==> config.mk <==
export PLATFORM = sky130hd
export DESIGN_NAME = hazard_ctrl
export DESIGN_NICKNAME = d
export VERILOG_FILES = /design/src/rtl/hazard_ctrl.sv
export SDC_FILE = /design/constraint.sdc
export NUM_CORES = 1
export LEC_CHECK = 0
export ABC_AREA = 1
export CAP_MARGIN = 20
export CORE_ASPECT_RATIO = 0.8
export CORE_MARGIN = 2
export CORE_UTILIZATION = 51
export DETAILED_ROUTE_END_ITERATION = 7
export GPL_TIMING_DRIVEN = 1
export PLACE_DENSITY = 0.8
export SLEW_MARGIN = 20
export SYNTH_ARGS = -nofsm -noshare
export SYNTH_HDL_FRONTEND = slang
export SYNTH_SLANG_ARGS = --single-unit
==> constraint.sdc <==
create_clock -name CLK -period 2.6 [get_ports CLK]
set_input_delay 0.52 -clock CLK [delete_from_list [all_inputs] [get_ports CLK]]
set_output_delay 0.52 -clock CLK [all_outputs]
set_load 0.02 [all_outputs]
==> src/rtl/hazard_ctrl.sv <==
// rtl/hazard_ctrl.sv - pipeline stall/flush sequencer for the 5-stage RV32IM core
// Handles load-use bubbles, branch flushes, M-unit EX occupancy and memory freeze.
module hazard_ctrl #(
  parameter int MUL_LAT = 3,
  parameter int DIV_LAT = 33,
  parameter int CNT_W   = 6
) (
  input  logic        CLK,
  input  logic        RESET_N,
  input  logic        MEM_BUSYWAIT,
  input  logic        MEM_READ_EN_IDEX,
  input  logic [4:0]  REG_WRITE_ADDR_IDEX,
  input  logic [4:0]  ADDR_1_ID,
  input  logic [4:0]  ADDR_2_ID,
  input  logic        USES_RS1_ID,
  input  logic        USES_RS2_ID,
  input  logic        BRANCH_TAKEN_EX,
  input  logic        MULDIV_VALID_EX,
  input  logic        MULDIV_IS_DIV_EX,
  output logic        PC_STALL,
  output logic        IFID_STALL,
  output logic        IFID_RESET,
  output logic        IDEX_STALL,
  output logic        IDEX_RESET,
  output logic        EXMEM_RESET,
  output logic        MULDIV_START,
  output logic        MULDIV_DONE,
  output logic [31:0] PERF_STALL_CNT,
  output logic [15:0] PERF_FLUSH_CNT
);

  typedef enum logic {
    RUN     = 1'b0,
    MD_BUSY = 1'b1
  } state_t;

  // The start cycle and the done cycle are not counted, hence LAT-2.
  localparam logic [CNT_W-1:0] MUL_CNT_INIT = CNT_W'(MUL_LAT - 2);
  localparam logic [CNT_W-1:0] DIV_CNT_INIT = CNT_W'(DIV_LAT - 2);

  state_t           state;
  state_t           state_nxt;
  logic [CNT_W-1:0] cnt;
  logic [CNT_W-1:0] cnt_nxt;
  logic             load_use;
  logic             flush;
  logic [31:0]      stall_cnt;
  logic [15:0]      flush_cnt;

  assign load_use = MEM_READ_EN_IDEX
                 && (REG_WRITE_ADDR_IDEX != 5'd0)
                 && ((USES_RS1_ID && (ADDR_1_ID == REG_WRITE_ADDR_IDEX))
                  || (USES_RS2_ID && (ADDR_2_ID == REG_WRITE_ADDR_IDEX)));

  always_comb begin
    state_nxt    = state;
    cnt_nxt      = cnt;
    flush        = 1'b0;
    PC_STALL     = 1'b0;
    IFID_STALL   = 1'b0;
    IFID_RESET   = 1'b0;
    IDEX_STALL   = 1'b0;
    IDEX_RESET   = 1'b0;
    EXMEM_RESET  = 1'b0;
    MULDIV_START = 1'b0;
    MULDIV_DONE  = 1'b0;

    if (!RESET_N) begin
      state_nxt = RUN;
      cnt_nxt   = '0;
    end else if (MEM_BUSYWAIT) begin
      // Whole pipeline frozen; pending branch/M op is re-evaluated afterwards.
      PC_STALL   = 1'b1;
      IFID_STALL = 1'b1;
      IDEX_STALL = 1'b1;
    end else if (state == MD_BUSY) begin
      if (cnt != '0) begin
        PC_STALL    = 1'b1;
        IFID_STALL  = 1'b1;
        IDEX_STALL  = 1'b1;
        EXMEM_RESET = 1'b1;
        cnt_nxt     = cnt - 1'b1;
      end else begin
        MULDIV_DONE = 1'b1;
        state_nxt   = RUN;
      end
    end else if (MULDIV_VALID_EX) begin
      MULDIV_START = 1'b1;
      PC_STALL     = 1'b1;
      IFID_STALL   = 1'b1;
      IDEX_STALL   = 1'b1;
      EXMEM_RESET  = 1'b1;
      cnt_nxt      = MULDIV_IS_DIV_EX ? DIV_CNT_INIT : MUL_CNT_INIT;
      state_nxt    = MD_BUSY;
    end else if (BRANCH_TAKEN_EX) begin
      IFID_RESET = 1'b1;
      IDEX_RESET = 1'b1;
      flush      = 1'b1;
    end else if (load_use) begin
      PC_STALL   = 1'b1;
      IFID_STALL = 1'b1;
      IDEX_RESET = 1'b1;
    end
  end

  always_ff @(posedge CLK or negedge RESET_N) begin
    if (!RESET_N) begin
      state     <= RUN;
      cnt       <= '0;
      stall_cnt <= '0;
      flush_cnt <= '0;
    end else begin
      state <= state_nxt;
      cnt   <= cnt_nxt;
      if (PC_STALL) begin
        stall_cnt <= stall_cnt + 32'd1;
      end
      if (flush) begin
        flush_cnt <= flush_cnt + 16'd1;
      end
    end
  end

  assign PERF_STALL_CNT = stall_cnt;
  assign PERF_FLUSH_CNT = flush_cnt;

endmodule

==> summary.txt <==
Floorplanning
  – Std-Cell Rows: 27
  – Core Region: 6892 sq um
  – Die span in x: 98.52 microns
  – Starting Density: 52.89%
  – Die area: 7843 sq um
  – IO Pins: 80
  – Die Y: 79.61 microns

STA
  – Setup Skew: 0.01288 ns
  – Max frequency: 401.8 MHz
  – Final setup viols: 0
  – Slew Viols, Final: 0
  – Post-Route Hold Slack: 0.02082 ns
  – Min Tclk post-route: 2.489 ns
  – Fin. Hold Viols: 0
  – Relative slew slack: 65.70%
  – Final worst path period share: 95.73%
  – Worst-Margin Slew: 0.5144 ns

Setup path
  – Reg2reg path depth: 13
  – Crit Path Max Fanout: 3
  – CP endpoint kind: primary output
  – Worst path required time: 2.08 ns
  – Startpoint Class: input port
  – WS Path Type: in -> out
  – FF-to-FF End: PERF_STALL_CNT[15]
  – WP data arrival: 1.97 ns
  – Worst r2r src: cnt[1]
  – Flop2flop setup slack: 0.67 ns

Yosys
  – Asr flop ratio synth: 100.0%
  – Yosys synthesis warning count: 0
  – Sequential cell area fraction in the yosys report: 37.76%
  – Synthesized flop and latch total: 55
  – Synth top cells by count: 193 x nand2_1, 63 x nand3_1, 59 x nor2_1
  – Syn Area/Cell: 6.725 sq um
  – Synthesized area: 3645 sq um
  – Post-synth top area share: 37.76%
  – Area contributors post-synth: dfrtp_1 38%, nand2_1 20%, nand3_1 8.7%
  – Yosys cell types: 29
  – Prevailing post-synth register cell: dfrtp_1
  – Number of synthesized flops with an enable pin: 0
  – Post-synth top area cell: dfrtp_1
  – Synth Instances: 542
  – Top-count cell post-synth: nand2_1
  – Syn Nets: 569

Layout
  – Core Util, Final: 67.48%
  – Share of layout cells above drive strength 1: 6.858%
  – Final non-filler cell total: 714
  – Final instance area: 4651 sq um
  – Antenna diodes: 0
  – Area Growth Syn to Fin: 27.60%
  – Nets: 653

Clock tree
  – Clk_lat worst skew: 0.32 ns
  – Num CTS Buffers: 5
  – CTS max path bufs: 2
  – Clock slew at reported path FFs: 0.10 ns
  – TritonCTS clock tree: done
  – Root Driver: clkbuf_8
  – Clock sinks: 55
  – CTS Hold Buffers Added: 0
  – H-Tree Depth: 2

GRT
  – Global-route wire length before repair: 16380 microns
  – Busiest layer in global routing: met2
  – Total Routing Usage GR: 25.47%
  – Met1 usage: 35.49%
  – GR Util met2: 41.02%
  – Global-route met3 utilization: 5.166%
  – Pin count of the biggest net entering global routing: 48
  – Initial antenna violation count: 0
  – Gr ovfl total: 0
  – Number of global-route vias before repair: 3623

Pwr
  – Pwr Total: 2.194 mW
  – Leak: 2.315 nW
  – Worst VDD drop: 0.0003275 V
  – Cell area power density: 471.9 nW/um^2

Detailed routing
  – Residual DRC: 0
  – Iter 0 DRT Violations: 224
  – Routed Antenna Nets: 0
  – Via count of the routed design: 3763
  – Router iterations before antenna repair: 5
  – Final WL: 9513 microns
  – Avg WL per Cell: 13.32 microns
  – Vias per cell: 5.270

Placement
  – GPL Wtd Cong: 0.9256
  – Port-buffer cells: 79
  – Placed Area: 4551 sq um
  – Placed insts: 706
  – Hpwl dp: 7232 microns

Hold path
  – HP Class: in -> async

Outcome
  – Status: finished, final reports clean

Run
  – Max-cap violations: 0
-- metal layers --
layer  up-vias  part of all wire (%)  wire [microns]
met5         -                     0               0
met4         0                   1.1             108
met3        10                   5.7             539
met2       100                    45            4286
met1      1780                    48            4579
li1       1873                     -               -
-- worst max path at each step --
stage	startpoint	endpoint	slack, ns	cells past startpoint
finish	REG_WRITE_ADDR_IDEX[1]	IFID_STALL	0.11	12
global route	REG_WRITE_ADDR_IDEX[1]	IFID_STALL	-0.006	12
detailed placement	REG_WRITE_ADDR_IDEX[1]	IFID_STALL	-0.37	12
floorplan	cnt[0]	PC_STALL	0.31	14
CTS	MEM_BUSYWAIT	IFID_RESET	0.0007	4
global placement	REG_WRITE_ADDR_IDEX[1]	PC_STALL	-0.30	12
-- cells by family (layout without fill, tap and decap cells) --
| logic type | count (synthesis) | after routing | share of synthesized area [%] |
|---|---|---|---|
| flip-flops | 55 | 55 | 37.76 |
| XOR/XNOR | 32 | 32 | 7.690 |
| buffers and inverters | 76 | 161 | 8.616 |
| adder cells (fa/ha/maj) | 3 | 3 | 1.030 |
| AO/OA/AOI/OAI | 15 | 15 | 2.197 |
| AND/OR/NAND/NOR | 361 | 361 | 42.71 |
-- worst max-delay path: stages --
cell and delay, ns:
clkdlybuf4s50_1 0.50, inv_1 0.08, nand2_1 0.06, nand2_1 0.04, nor2_1 0.12, nand3_1 0.12
nand2_2 0.10, nand3_2 0.08, nand2_4 0.07, nand2_2 0.06, inv_1 0.07, buf_4 0.14
-- repair_timing --
action,in CTS,in global routing
pin swaps,0,1
endpoints found under the hold margin,0,0
setup buffers,0,0
setup endpoints to repair,6,6
gates resized for setup,12,13
-- placed cells by master, fill, tap and decap left out, drive strengths merged, types with 2 or more instances in the layout --
cell           instances
nand2                197
clkdlybuf4s50         68
nand3                 65
inv                   63
nor2                  62
dfrtp                 55
xor2                  20
buf                   15
nor3                  14
nand4                 13
o21ai                 12
xnor2                 12
clkbuf                 6
nand3b                 4
dlymetal6s2s           4
nor4                   3
dlygate4sd2            3
ha                     3
nor3b                  2
-- sequential cells by signal, indices dropped and copies added (netlist names) --
name,flops
PERF_FLUSH_CNT,16
PERF_STALL_CNT,32
cnt,6
state,1
-- through the flow --
| stage | setup slack, ns | TNS (ns) |
|---|---|---|
| floorplan | 0.3134 | 0 |
| global placement | -0.3007 | -0.7739 |
| detailed placement | -0.3681 | -0.9649 |
| CTS | 0.0007454 | 0 |
| global route | -0.006416 | -0.01029 |
| finish | 0.1109 | 0 |
-- power by group --
group	leakage (nW)	switching, mW	internal (mW)
logic	1.53	0.351	0.276
registers	0.736	0.115	0.933
clock network	0.0463	0.321	0.199
-- cell type report --
| cell class | instances | area [sq um] |
|---|---|---|
| Clock inverter | 3 | 27.53 |
| Timing Repair Buffer | 91 | 874.6 |
| Inverter | 62 | 232.7 |
| Clock buffer | 5 | 68.82 |
| Sequential cell | 55 | 1376 |
| Multi-Input combinational cell | 411 | 1962 |
| Tap cell | 87 | 108.9 |
| Fill cell | 610 | 2241 |
(Power assumes the default switching activity.)
